===== config.mk =====
export PLATFORM = sky130hd
export DESIGN_NAME = oled_spi_arbiter
export DESIGN_NICKNAME = d
export VERILOG_FILES = /design/src/rtl/oled_pkg.sv /design/src/rtl/oled_rr_pick.sv /design/src/rtl/oled_spi_arbiter.sv
export SDC_FILE = /design/constraint.sdc
export NUM_CORES = 1
export LEC_CHECK = 0
export ABC_AREA = 1
export CAP_MARGIN = 20
export CORE_AREA = 2 2 63 65
export CTS_CLUSTER_DIAMETER = 50
export DETAILED_ROUTE_END_ITERATION = 10
export DIE_AREA = 0 0 65 67
export MAX_ROUTING_LAYER = met4
export PLACE_DENSITY = 0.76
export SLEW_MARGIN = 20
export SYNTH_ARGS = -nofsm -noshare
export SYNTH_HDL_FRONTEND = slang
export SYNTH_HIERARCHICAL = 1
export SYNTH_SLANG_ARGS = --single-unit

===== constraint.sdc =====
create_clock -name CLK -period 3.7 [get_ports CLK]
set_input_delay 0.925 -clock CLK [delete_from_list [all_inputs] [get_ports CLK]]
set_output_delay 0.925 -clock CLK [all_outputs]
set_load 0.03 [all_outputs]

===== src/rtl/oled_pkg.sv =====
// oled_pkg: shared FSM encoding, DC levels and SSD1306 command bytes for the OLED SPI arbiter
package oled_pkg;
    typedef enum logic [1:0] {S_IDLE, S_SETUP, S_WAIT, S_DONE} state_t;
    localparam logic DC_CMD = 1'b0;
    localparam logic DC_DATA = 1'b1;
    localparam logic [7:0] SET_PAGE = 8'h22;
    localparam logic [7:0] COL_LO = 8'h00;
    localparam logic [7:0] COL_HI = 8'h10;
    localparam int N_REQ_MAX = 4;
endpackage


===== src/rtl/oled_rr_pick.sv =====
// oled_rr_pick: combinational pick of the first requester at or after ptr, wrapping
module oled_rr_pick
    import oled_pkg::*;
#(
    parameter int N  = 2,
    parameter int IW = $clog2(N)
) (
    input  logic [N-1:0]  req,
    input  logic [IW-1:0] ptr,
    output logic [N-1:0]  oh,
    output logic [IW-1:0] idx,
    output logic          any
);
    logic [N-1:0] masked, cand;
    for (genvar g = 0; g < N; g++) begin : g_mask
        assign masked[g] = req[g] && (IW'(g) >= ptr);
    end
    // nothing at or above ptr means the search wraps to the lowest index
    assign cand = (|masked) ? masked : req;
    assign oh = cand & (~cand + 1'b1);
    for (genvar b = 0; b < IW; b++) begin : g_idx
        logic [N-1:0] sel_b;
        for (genvar g = 0; g < N; g++) begin : g_bit
            assign sel_b[g] = 1'((g >> b) & 1);
        end
        assign idx[b] = |(oh & sel_b);
    end
    assign any = |req;
endmodule


===== src/rtl/oled_spi_arbiter.sv =====
// oled_spi_arbiter: round-robin sharing of one SpiCtrl byte transmitter and the OLED DC line,
// with a lock flag that keeps the grant across multi-byte command sequences
module oled_spi_arbiter
    import oled_pkg::*;
#(
    parameter int N_REQ       = 2,
    parameter int TIMEOUT_CYC = 4096
) (
    input  logic               CLK,
    input  logic               RST,
    input  logic [N_REQ-1:0]   REQ,
    input  logic [8*N_REQ-1:0] DATA,
    input  logic [N_REQ-1:0]   DC_REQ,
    input  logic [N_REQ-1:0]   LOCK,
    output logic [N_REQ-1:0]   GNT,
    output logic [N_REQ-1:0]   ACK,
    output logic               SPI_EN,
    output logic [7:0]         SPI_DATA,
    input  logic               SPI_FIN,
    output logic               DC,
    output logic               BUSY,
    output logic               ERR
);
    localparam int IW = $clog2(N_REQ);
    localparam int CW = (TIMEOUT_CYC > 1) ? $clog2(TIMEOUT_CYC) : 1;
    state_t state, state_d;
    logic [N_REQ-1:0] gnt_d, ack_d, pick_oh;
    logic [IW-1:0] rr_ptr, rr_d, widx, widx_d, pick_idx, sel;
    logic pick_any, spi_en_d, dc_d, err_d, lock_r, lock_d, timeout, load;
    logic [7:0] spi_data_d;
    logic [CW-1:0] wcnt, wcnt_d;
    logic [7:0] data_a [N_REQ];
    for (genvar i = 0; i < N_REQ; i++) begin : g_data
        assign data_a[i] = DATA[8*i +: 8];
    end
    oled_rr_pick #(.N(N_REQ)) u_pick (
        .req(REQ),
        .ptr(rr_ptr),
        .oh (pick_oh),
        .idx(pick_idx),
        .any(pick_any)
    );
    assign sel = (state == S_IDLE) ? pick_idx : widx;
    assign timeout = (TIMEOUT_CYC != 0) && (int'(wcnt) == TIMEOUT_CYC - 1);
    // a fresh grant and a locked continuation both latch byte/DC/lock from the selected requester
    assign load = (state == S_IDLE && pick_any) || (state == S_DONE && lock_r && REQ[widx]);
    assign BUSY = state != S_IDLE;
    always_comb begin
        state_d    = state;
        gnt_d      = GNT;
        ack_d      = '0;
        spi_en_d   = SPI_EN;
        spi_data_d = load ? data_a[sel] : SPI_DATA;
        dc_d       = load ? DC_REQ[sel] : DC;
        lock_d     = load ? LOCK[sel] : lock_r;
        err_d      = ERR;
        rr_d       = rr_ptr;
        widx_d     = widx;
        wcnt_d     = wcnt;
        case (state)
            S_IDLE: if (pick_any) begin
                gnt_d   = pick_oh;
                widx_d  = pick_idx;
                state_d = S_SETUP;
            end
            S_SETUP: begin
                spi_en_d = 1'b1;
                wcnt_d   = '0;
                state_d  = S_WAIT;
            end
            S_WAIT: if (SPI_FIN || timeout) begin
                spi_en_d = 1'b0;
                ack_d    = GNT;
                err_d    = ERR | !SPI_FIN;
                state_d  = S_DONE;
            end else begin
                wcnt_d = wcnt + 1'b1;
            end
            S_DONE: if (load) begin
                state_d = S_SETUP;
            end else begin
                gnt_d   = '0;
                rr_d    = (widx == IW'(N_REQ - 1)) ? '0 : widx + 1'b1;
                state_d = S_IDLE;
            end
            default: state_d = S_IDLE;
        endcase
    end
    always_ff @(posedge CLK) begin
        if (RST) begin
            state    <= S_IDLE;
            GNT      <= '0;
            ACK      <= '0;
            SPI_EN   <= 1'b0;
            SPI_DATA <= '0;
            DC       <= 1'b0;
            ERR      <= 1'b0;
            lock_r   <= 1'b0;
            rr_ptr   <= '0;
            widx     <= '0;
            wcnt     <= '0;
        end else begin
            state    <= state_d;
            GNT      <= gnt_d;
            ACK      <= ack_d;
            SPI_EN   <= spi_en_d;
            SPI_DATA <= spi_data_d;
            DC       <= dc_d;
            ERR      <= err_d;
            lock_r   <= lock_d;
            rr_ptr   <= rr_d;
            widx     <= widx_d;
            wcnt     <= wcnt_d;
        end
    end
endmodule


==> results.py, run 1 <==
metrics = {
    "final_layout": {
        "layout.area.seq_um2": 641,
        "n_antenna_cell": 0,
        "n_fill_cell": 347,
        "area_growth_pct": 30.9,
        "multiInputGateArea_um2": 926,
        "final_nets": 323,
        "drive_gt1_frac": 0.0580,
        "final_area_um2": 2240,
    },
    "sta": {
        "rsz0062_at_grt": "false",
        "worst_pin_slew_ns": 0.634,
        "setup_viol": 0,
        "hold_viol": 0,
        "relSlewSlack": 0.576,
        "fin_setup_tns_ns": 0,
        "skew_ns": 0.00551,
        "timing.final.ws_setup_ns": 0.957,
        "min_period_over_period": 0.741,
        "slew_viol_final": 0,
        "post-route-min-period_ns": 2.74,
        "max_freq_mhz": 365,
    },
    "logic_synthesis": {
        "syn_area_um2": 1710,
        "synth-seq-cells": 32,
        "synth_cell_types": 23,
        "synth_cells": 252,
        "yosys_warnings": 6,
        "synth.avg_cell_area_um2": 6.79,
        "synthesis.nets": 283,
        "seq_area_frac_synth": 0.375,
    },
    "setup_path": {
        "cpMaxStageDelayCell": "clkdlybuf4s50_1",
        "critPathMostFrequentCell": "inv_1",
        "max_stage_delay_ns": 0.67,
        "cp_max_fo": 5,
        "cp-start-kind": "flip-flop",
        "path_class": "flip-flop to output pin",
        "crit_required_ns": 2.77,
        "cp_num_buf_inv": 3,
        "crit_chain": "inv_1 > ha_1 > inv_1 > clkdlybuf4s50_1",
        "crit_family": "buffers and inverters",
        "critPathCaptureType": "output pin",
        "cp.arrival_ns": 1.82,
    },
    "clock_network": {
        "clk_latency_ns": 0.30,
        "cts_sinks": 32,
        "cts_hold_buf": 0,
        "cts_tree": "yes",
        "postCtsSetupBuffers": 0,
        "cts_max_level": 2,
        "cts_made_buffers": 5,
        "cts-root-buf": "clkbuf_8",
        "cts_repair_resize_count": 0,
        "cts.path.max_buffers": 2,
        "clk_pin_slew_ns": 0.07,
    },
    "outcome": {
        "status": "finished clean",
    },
    "power_and_ir_drop": {
        "ir_worst_vdd_mv": 0.355,
        "power_density_nw_per_um2": 653,
        "power.leakage_nw": 0.874,
    },
    "placement": {
        "placed_cell_area_um2": 2130,
        "dp_hpwl_um": 3060,
        "dp_slack_ns": 0.998,
        "gp_congestion": 0.916,
        "io_buffers": 40,
    },
    "die": {
        "io-pin-count": 41,
        "coreArea_um2": 3610,
        "die_y_um": 67,
        "die_width_um": 65,
        "initial_core_util": 0.474,
        "num_rows": 22,
        "die_area_um2": 4360,
    },
    "job": {
        "maxCapViolations": 0,
    },
    "drt": {
        "ant_nets": 0,
        "remaining_drc_errors": 0,
        "wl_per_cell_um": 12.2,
        "vias": 1753,
        "drt_pass1_iterations": 4,
        "routed_wl_um": 4150,
        "post_drt_via_cell_ratio": 5.14,
        "drt_iter0_drc": 118,
    },
    "global_routing": {
        "grt_antenna_before_repair": 0,
        "grtUsageTotal": 0.213,
        "grt_max_degree": 24,
        "grt-ovfl-total": 0,
        "grt_pass1_vias": 1620,
        "grt_pass1_wl_um": 6880,
    },
    "hold_path": {
        "hold_path.class": "flip-flop to flip-flop",
    },
}
through the flow:
stage,util,hold slack (ns),instances,power (mW)
after floorplan,-,0.439,252,0.918
after global placement,0.590,0.449,333,1.12
after detailed placement,0.590,0.451,333,1.13
after CTS,0.621,0.462,341,1.47
after global routing,0.621,0.494,341,1.57
final,0.621,0.462,341,1.46
layout make-up:
cell class,count,share of cell area
multi-input combinational,187,0.413
tap,48,0.0268
sequential,32,0.286
inverter,25,0.0419
clock inverter,3,0.0190
clock buffer,5,0.0307
timing repair buffer,41,0.182
registers in the layout (all words and copies together), names as in the netlist:
name / cells
ERR: 1
widx: 1
lock_r: 1
rr_ptr: 1
wcnt: 12
GNT: 2
ACK: 2
DC: 1
SPI_DATA: 8
SPI_EN: 1
state: 2
worst paths after layout:
check,start,depth (start not counted),to,slack (ns)
hold reg to reg,ERR,2,ERR,0.46
setup reg to reg,state[0],7,rr_ptr,1.84
setup / recovery,state[0],4,BUSY,0.96
hold / removal,ERR,2,ERR,0.46
cell usage after synthesis (all sizes together):
library cell / number / area (um^2)
nand3: 29 / 170
nand3b: 1 / 7.51
nor2: 27 / 111
nor3: 1 / 5.00
clkbuf: 5 / 18.8
xor2: 1 / 8.76
buf: 3 / 31.3
a21oi: 19 / 95.1
dfxtp: 32 / 641
o21ai: 15 / 75.1
a31oi: 10 / 62.6
inv: 25 / 93.8
or2: 1 / 6.26
nand4: 5 / 31.3
nand2: 72 / 278
ha: 6 / 75.1
cell usage in the layout (no fill, tap or decap), drive strengths merged, types with 6 or more instances in the layout:
cell           Yosys  routed
a21oi             19      19
a31oi             10      10
clkdlybuf4s50      0      40
dfxtp             32      32
ha                 6       6
inv               25      25
nand2             72      72
nand3             29      29
nor2              27      27
o21ai             15      15
metal layers:
metal  vias to the layer above  global-route usage  part of all wire
met3                        11              0.0422             0.054
met5                         -                   -                 0
met2                        53               0.357              0.49
li1                        908                   -                 -
met1                       781               0.238              0.43
met4                         0               0.125             0.030
kinds of logic after synthesis:
| logic type | synth area share |
|---|---|
| fa+ha+maj | 0.0439 |
| buf+inv | 0.0841 |
| xor+xnor | 0.00512 |
| compound gates | 0.136 |
| flops | 0.375 |
| simple gates | 0.356 |
where the power goes:
| group | total (mW) | switching [mW] | internal (mW) |
|---|---|---|---|
| sequential | 0.475 | 0.0524 | 0.423 |
| clock | 0.340 | 0.141 | 0.199 |
| combinational | 0.647 | 0.412 | 0.235 |
tightest hold or removal path: stages (launching register included):
cell	delay, ns
dfxtp_1	0.31
nand2_1	0.06
o21ai_1	0.05
No activity file was read; power rests on OpenSTA's default activity.
==> run 2, diff against run 1 <==
--- a/config.mk
+++ b/config.mk
@@ -7,12 +7,12 @@
 export LEC_CHECK = 0
 export ABC_AREA = 1
 export CAP_MARGIN = 20
-export CORE_AREA = 2 2 63 65
+export CORE_AREA = 2 2 66 68
 export CTS_CLUSTER_DIAMETER = 50
 export DETAILED_ROUTE_END_ITERATION = 10
-export DIE_AREA = 0 0 65 67
+export DIE_AREA = 0 0 68 70
 export MAX_ROUTING_LAYER = met4
-export PLACE_DENSITY = 0.76
+export PLACE_DENSITY = 0.73
 export SLEW_MARGIN = 20
 export SYNTH_ARGS = -nofsm -noshare
 export SYNTH_HDL_FRONTEND = slang
==> constraint.sdc (replaced) <==
create_clock -name CLK -period 2.3 [get_ports CLK]
set_input_delay 0.575 -clock CLK [delete_from_list [all_inputs] [get_ports CLK]]
set_output_delay 0.575 -clock CLK [all_outputs]
set_load 0.03 [all_outputs]
==> run 2 against run 1 <==
Setup slack got worse by 0.75 ns. Clock power rose by 53%. Critical path depth did not move. Combinational power is 68% higher. Highest routed layer unchanged. First-iteration DRC count shrank 21%. Critical endpoint unchanged. Die area rose by 9.3%.
==> results.py, run 2 (synthesis gave the netlist of run 1 again) <==
metrics = {
    "outcome": {
        "status": "finished clean",
    },
    "hold_path": {
        "hold_path.class": "flip-flop to flip-flop",
        "holdPathStages": 2,
    },
    "power_and_ir_drop": {
        "pwr-share-comb": 0.459,
        "p_sw_frac": 0.403,
        "power.leakage_nw": 0.890,
        "ir_worst_vdd_mv": 0.583,
        "switchingPower_mw": 0.956,
        "total_power_mw": 2.37,
        "cellInternalPower_mw": 1.42,
        "pwr-share-clk": 0.219,
        "pwr-share-seq": 0.322,
        "power_density_nw_per_um2": 1050,
    },
    "final_layout": {
        "drive_gt1_frac": 0.0610,
        "top_regs": "wcnt: 12 flops, SPI_DATA: 8 flops",
        "final_common_cell": "nand2_1",
        "largest_reg_flops": 12,
        "regMostFlops": "wcnt",
        "area_growth_pct": 32.6,
        "final_nets": 325,
        "n_antenna_cell": 0,
        "most-common-layout-cells": "nand2_1, clkdlybuf4s50_1, dfxtp_1",
    },
    "placement": {
        "dp_hpwl_um": 3050,
        "gp_congestion": 0.865,
        "io_buffers": 40,
    },
    "drt": {
        "drt_pass1_iterations": 4,
        "wl_per_cell_um": 11.7,
        "remaining_drc_errors": 0,
        "post_drt_via_cell_ratio": 5.02,
        "vias": 1741,
        "drt_iter0_drc": 93,
        "routed_wl_um": 4070,
        "ant_nets": 0,
    },
    "sta": {
        "worst_pin_slew_ns": 0.528,
        "slew_viol_final": 0,
        "skew_ns": 0.00436,
        "fin_setup_tns_ns": 0,
        "post-route-min-period_ns": 2.09,
        "setup_viol": 0,
        "hold_viol": 0,
        "min_period_over_period": 0.910,
        "relSlewSlack": 0.648,
        "rsz0062_at_grt": "false",
        "max_freq_mhz": 478,
    },
    "die": {
        "initial_core_util": 0.413,
        "coreArea_um2": 4140,
        "die_width_um": 68,
        "num_rows": 24,
        "io-pin-count": 41,
        "die_y_um": 70,
        "die_area_um2": 4760,
    },
    "clock_network": {
        "cts_sinks": 32,
        "postCtsSetupBuffers": 0,
        "cts.path.max_buffers": 2,
        "clk_latency_ns": 0.28,
        "clk_pin_slew_ns": 0.07,
        "cts_made_buffers": 5,
        "cts_tree": "yes",
        "cts-root-buf": "clkbuf_8",
        "cts_max_level": 2,
    },
    "job": {
        "maxCapViolations": 0,
    },
    "global_routing": {
        "grt_pass1_wl_um": 6980,
        "grt-ovfl-total": 0,
        "grt_pass1_vias": 1664,
        "grt_antenna_before_repair": 0,
        "grt_max_degree": 24,
        "grtUsageTotal": 0.195,
    },
    "setup_path": {
        "worstReg2RegStart": "state[0]",
        "cp_max_fo": 5,
        "r2r-end": "SPI_DATA[2]",
        "critPathCaptureType": "output pin",
        "cp.arrival_ns": 1.52,
        "startpoint": "state[0]",
        "cp-start-kind": "flip-flop",
        "path_class": "flip-flop to output pin",
        "r2r_cells": 7,
        "crit_required_ns": 1.73,
        "endpoint": "BUSY",
        "r2r_slack_ns": 0.51,
    },
}
run 2: worst min-delay path by stage:
stage / startpoint / to / slack [ns]
floorplan: wcnt[4] / wcnt[4] / 0.44
global placement: GNT[0] / ACK[0] / 0.45
detailed placement: ERR / ERR / 0.45
CTS: ERR / ERR / 0.46
global route: GNT[0] / ACK[0] / 0.49
finish: GNT[0] / ACK[0] / 0.45
run 2: layer usage:
metal / vias up / share of wire / track usage
met2: 38 / 0.50 / 0.320
met1: 790 / 0.45 / 0.226
met4: 0 / 0.015 / 0.0733
li1: 907 / - / -
met3: 6 / 0.040 / 0.0451
met5: - / 0 / -
run 2: layout make-up:
type                       instances  area [um^2]
fill                             435         1880
multi-input combinational        187          926
sequential                        32          641
timing repair buffer              43          434
inverter                          25         93.8
clock buffer                       6         72.6
tap                               52         65.1
clock inverter                     2         35.0
run 2: worst max-delay path, cell delays in order (launching register included):
cell,delay [ns]
dfxtp_1,0.38
inv_1,0.11
ha_1,0.26
inv_1,0.09
dlygate4sd2_1,0.40
run 2: what timing repair did:
item,4_1_cts,5_1_grt
hold buffers,0,0
hold endpoints to repair,0,0
resized for setup,1,0
endpoints found under the setup margin,1,0
run 2: per-stage QoR:
stage                     cells  setup slack, ns  hold WS (ns)  instance area, um^2   util
after floorplan             252            0.801         0.439                 1710      -
after global placement      339            0.252         0.450                 2160  0.521
after detailed placement    339            0.226         0.455                 2160  0.521
after CTS                   347            0.193         0.462                 2270  0.547
after global routing        347            0.104         0.486                 2270  0.547
final                       347            0.208         0.453                 2270  0.547
run 2: power by group through the flow:
stage	clock network, mW	logic [mW]	registers [mW]
6_report	0.520	1.09	0.764
5_1_grt	0.556	1.21	0.781
4_1_cts	0.535	1.10	0.763
3_5_place_dp	0	1.10	0.773
3_3_place_gp	0	1.09	0.769
2_1_floorplan	0	0.560	0.917
